`src/rtl/pipe_hazard_ctrl_pkg.sv`:
```
// pipe_hazard_ctrl_pkg: shared md_op encodings, FSM states and MD latency defaults
package pipe_hazard_ctrl_pkg;
  localparam logic [1:0] MD_NONE = 2'b00;
  localparam logic [1:0] MD_MULT = 2'b01;
  localparam logic [1:0] MD_DIV  = 2'b10;
  localparam logic [1:0] MD_MOVE = 2'b11;
  localparam int MULT_CYCLES_DEF = 5;
  localparam int DIV_CYCLES_DEF  = 10;
  typedef enum logic [1:0] {RUN, MDWAIT, ENTRY} state_t;
endpackage

```
`src/rtl/pipe_hazard_ctrl_md.sv`:
```
// md_busy_counter: MD unit busy countdown (load on issue, decrement, saturate at 0)
//   clk, reset : clock, synchronous active-high reset
//   start, op  : E-stage MD issue and its md_op encoding
//   suppress   : blocks a coincident load (exception entry)
//   md_busy    : unit occupied, including the issue cycle itself
//   md_cnt     : remaining busy cycles
module md_busy_counter
  import pipe_hazard_ctrl_pkg::*;
#(
  parameter int MULT_CYCLES = MULT_CYCLES_DEF,
  parameter int DIV_CYCLES  = DIV_CYCLES_DEF
) (
  input  logic       clk,
  input  logic       reset,
  input  logic       start,
  input  logic [1:0] op,
  input  logic       suppress,
  output logic       md_busy,
  output logic [3:0] md_cnt
);
  logic ld;
  assign ld = start & ~suppress;
  // the issue cycle counts as busy even though the count loads at the edge
  assign md_busy = (md_cnt != 4'd0) | (start & (op[1] ^ op[0]));
  always_ff @(posedge clk)
    if (reset) md_cnt <= '0;
    else if (ld && op == MD_MULT) md_cnt <= 4'(MULT_CYCLES);
    else if (ld && op == MD_DIV) md_cnt <= 4'(DIV_CYCLES);
    else if (md_cnt != 4'd0) md_cnt <= md_cnt - 4'd1;
endmodule

```
`src/rtl/pipe_hazard_ctrl.sv`:
```
// pipe_hazard_ctrl: stall/flush sequencer for the five-stage pipeline registers
//   clk, reset            : clock, synchronous active-high reset
//   stall_lu              : load-use hazard from decode
//   md_start, md_op       : E-stage MD issue and operation
//   d_uses_md             : D-stage instruction touches HI/LO or the MD unit
//   irq                   : CP0 interrupt/exception entry at M
//   eret_d                : eret in D
//   we_*, clr_*           : stage-register write enables and synchronous clears
//   md_busy, md_cnt       : MD occupancy and remaining cycles
//   in_entry              : first cycle after handler vector load
module pipe_hazard_ctrl
  import pipe_hazard_ctrl_pkg::*;
#(
  parameter int MULT_CYCLES = MULT_CYCLES_DEF,
  parameter int DIV_CYCLES  = DIV_CYCLES_DEF
) (
  input  logic       clk,
  input  logic       reset,
  input  logic       stall_lu,
  input  logic       md_start,
  input  logic [1:0] md_op,
  input  logic       d_uses_md,
  input  logic       irq,
  input  logic       eret_d,
  output logic       we_fd,
  output logic       we_de,
  output logic       we_em,
  output logic       we_mw,
  output logic       clr_fd,
  output logic       clr_de,
  output logic       clr_em,
  output logic       clr_mw,
  output logic       md_busy,
  output logic [3:0] md_cnt,
  output logic       in_entry
);
  state_t state, nstate;
  logic md_stall, stall;
  md_busy_counter #(.MULT_CYCLES(MULT_CYCLES), .DIV_CYCLES(DIV_CYCLES)) u_md (
    .clk(clk), .reset(reset), .start(md_start), .op(md_op), .suppress(irq),
    .md_busy(md_busy), .md_cnt(md_cnt)
  );
  assign md_stall = d_uses_md & md_busy;
  assign stall = stall_lu | md_stall;
  always_ff @(posedge clk)
    if (reset) state <= RUN;
    else state <= nstate;
  // irq flushes everything and loads the vector into E/M; stall freezes F/D, D/E
  // and bubbles E; eret only squashes the wrong-path fetch
  always_comb begin
    nstate = irq ? ENTRY : (state != ENTRY && stall && md_stall) ? MDWAIT : RUN;
    we_fd = irq | ~stall;
    we_de = irq | ~stall;
    we_em = 1'b1;
    we_mw = 1'b1;
    clr_fd = irq | (~stall & eret_d);
    clr_de = irq | stall;
    clr_em = irq;
    clr_mw = irq;
    in_entry = state == ENTRY;
  end
endmodule

```
`config.mk`:
```
export PLATFORM = sky130hd
export DESIGN_NAME = pipe_hazard_ctrl
export DESIGN_NICKNAME = d
export VERILOG_FILES = /design/src/rtl/pipe_hazard_ctrl_pkg.sv /design/src/rtl/pipe_hazard_ctrl_md.sv /design/src/rtl/pipe_hazard_ctrl.sv
export SDC_FILE = /design/constraint.sdc
export NUM_CORES = 1
export LEC_CHECK = 0
export ABC_AREA = 1
export CAP_MARGIN = 20
export CORE_MARGIN = 4
export CORE_UTILIZATION = 29
export CTS_BUF_LIST = sky130_fd_sc_hd__clkbuf_8
export CTS_CLUSTER_DIAMETER = 30
export DETAILED_ROUTE_END_ITERATION = 16
export SETUP_SLACK_MARGIN = 0.15
export SYNTH_ARGS = -nofsm -noshare
export SYNTH_HDL_FRONTEND = slang
export SYNTH_SLANG_ARGS = --single-unit
```
`constraint.sdc`:
```
create_clock -name clk -period 1.5 [get_ports clk]
set_clock_uncertainty 0.05 [all_clocks]
set_input_delay 0.375 -clock clk [delete_from_list [all_inputs] [get_ports clk]]
set_output_delay 0.375 -clock clk [all_outputs]
set_load 0.02 [all_outputs]
```
==> impl_metrics.ini <==
[cts]
cts_sinks = 6
clk_latency_ps = 230
cts.htree.levels = 1
cts.root.buffer_cell = clkbuf_8
hold_buffers = 0
cts_tree = yes
clock_pin_slew_of_the_registers_on_the_worst_case_setup_and_hold_paths_ps = 40
cts.path.max_buffers = 2
numCtsBuffers = 3

[critical_path]
criticalPathCategory = flop to output port
critical-path-slowest-cell = dfxtp_4
timing.critical_path.max_delay_family = flip-flops
critPathMaxFanout = 4
r2r-start = u_md.md_cnt[0]
cp_num_buf_inv = 2
critical-path-max-stage-delay_ps = 340
cp.required_ps = 1070
number_of_cells_on_the_worst_reg_to_reg_path = 12
crit_path_end_kind = output port
timing.critical_path.arrival_ps = 1270
rrSetupSlack_ps = 180
cp_cell_sequence = inv_4, ha_4, nand2_4, o21ai_4, nand2_1, nand2_2, buf_6
timing.rr.end = u_md.md_cnt[1]
start_kind = flop

[routing]
drt_pass1_iterations = 3
detailroute.via_count = 512
drc = 0
antenna_left = 0
wirelength_mm = 1.17
via_density_per_instance = 4.34
dr.first_iter.drc_count = 3
avg_wl_per_cell_um = 9.91

[floorplan]
design.die.area_um2 = 2170
io_pins = 23
die-height_um = 46.6
fp.coreArea_um2 = 1350
num_rows = 13
die-width_um = 46.6
initial_core_utilization_pct = 32.1

[timing]
max_freq_mhz = 591
finalWorstPathRequiredPeriod_ps = 1690
finalSetupTns_ps = -845
setup_viol_count_final = 5
finalHoldViolCount = 0
hold_slack_ps = 555
setup_repair_after_global_routing_missed_its_margin = true
finalCritPeriodShare_pct = 113
fin_ws_ps = -191
report.final.slew_viol_count = 0

[synth]
synth.avg_cell_area_um2 = 6.46
yosysMostFrequentCell = nand2_1
netlist_instances = 67
dominantRegCellSynth = dfxtp_1
synth.cell_area_um2 = 433
synth.lib_cells_used.distinct = 17
synth-warning-count = 0
ys_top_cells_by_area = dfxtp_1, nand2_1, inv_1
synth.top_cell.area_share_pct = 27.7
synth.ff_latch_count = 6
async_flop_share_pct = 0
yosys-top-cells-count = nand2_1, inv_1, nand3_1
area_leader_netlist = dfxtp_1
sequential_cell_area_fraction_in_the_yosys_report_pct = 27.7
number_of_enable_flip_flop_cells_after_synthesis = 0

[hold_path]
timing.hold.worst_path_depth = 3
hold_path.startpoint = state[0]
hold_path.class = flop to flop
hold_end = state[0]

[place]
detailed_place.area_um2 = 748
placed_cells_incl_taps = 109
io_buffers = 20
detailedPlacementHpwl_um = 888
placer_congestion = 0.733

[cells_and_area]
post_route_cells_drive_above_1_share_pct = 50.5
stdcell_area_um2 = 838
final-instance-count-excl-fill = 118
num_antenna_cells = 0
design.final.nets = 116
area_delta_synth_final_pct = 93.6

[run]
max_cap_viol_count = 0

[outcome]
outcome = finished, violations left
failing_checks = setup timing

[pwr]
power-per-cell-area_nw_per_um2 = 2040
p_leak_nw = 0.445
finalPower_mw = 1.71
vdd_drop_max_uv = 981

[grt]
number_of_global_route_vias_before_repair = 468
grt.overflow.total = 0
gr-usage-all-layers_pct = 12.7
antenna_found_initial = 0
grt_start_max_net_pins = 6
grt_pass1_wl_mm = 1.88
[routing by layer]
metal	vias up	share of wire (%)	global-route usage (%)
met5	-	0	0
met4	0	0.86	4.97
met3	3	9.2	7.42
met2	12	49	20.1
met1	226	41	13.8
li1	271	-	-
[power by group]
part	leakage [nW]	internal (mW)	total [mW]	switching, mW
registers	0.0505	0.224	0.261	0.0367
clock network	0.0269	0.177	0.258	0.0809
logic	0.368	0.611	1.19	0.582
[what timing repair did]
action	in CTS	in global routing
hold endpoints to repair	0	0
pin swaps	7	3
endpoints found under the setup margin	17	9
buffers inserted	4	1
resized for setup	76	7
[logic make-up (layout without fill, tap and decap cells)]
kind of cell | after synthesis | in the layout | share of synthesized area (%)
flip-flops | 6 | 6 | 27.7
other | 1 | 2 | 0.866
AND/OR/NAND/NOR | 33 | 33 | 34.1
buffers and inverters | 18 | 53 | 19.9
XOR/XNOR | 1 | 1 | 2.02
adder cells (fa/ha/maj) | 3 | 3 | 8.67
AO/OA/AOI/OAI | 5 | 5 | 6.65
[metrics by stage]
| step | util, % | setup WS (ps) |
|---|---|---|
| after floorplan | - | -110 |
| after global placement | 55.4 | -1160 |
| after detailed placement | 55.4 | -1200 |
| after CTS | 59.7 | -204 |
| after global routing | 62.1 | -269 |
| final | 62.1 | -191 |
[placed cells by master (no fill, tap or decap)]
cell type	count
buf_4	16
inv_1	10
nand2_1	10
nand3_1	7
buf_6	7
buf_2	7
nor2_1	5
clkdlybuf4s50_1	4
dfxtp_1	4
nand2_4	3
nand2_2	3
a21oi_1	3
clkbuf_8	3
inv_2	2
nor2_2	2
ha_4	2
conb_1	2
inv_4	1
inv_8	1
nor2_4	1
o21ai_1	1
o21ai_4	1
nand3_2	1
xor2_1	1
nor3_1	1
ha_1	1
clkdlybuf4s15_1	1
dlygate4sd2_1	1
dfxtp_4	1
dfxtp_2	1
[worst max-delay path by stage]
stage	endpoint	cells past startpoint	startpoint	slack, ps
after CTS	we_de	7	u_md.md_cnt[0]	-200
after global routing	we_de	7	u_md.md_cnt[0]	-270
after detailed placement	we_de	8	md_op[0]	-1200
after global placement	we_de	8	md_op[0]	-1160
after floorplan	we_fd	7	md_op[0]	-110
final	we_de	7	u_md.md_cnt[0]	-190
[layout make-up]
cell class,count,area [um^2]
multi-input combinational,44,298
sequential,6,125
clock buffer,3,41.3
tap,15,18.8
timing repair buffer,36,293
fill,118,512
inverter,13,58.8
clock inverter,1,3.75
[registers in the layout, summed over array words and instances, names as in the netlist]
name,flops
state,2
u_md.md_cnt,4
[worst reg2reg max path: cells and delay by family (launching register included)]
family	cells	cell delay, ps
flip-flops	1	340
adder cells (fa/ha/maj)	1	140
AND/OR/NAND/NOR	6	310
buffers and inverters	5	380
No activity file was read; power rests on OpenSTA's default activity.
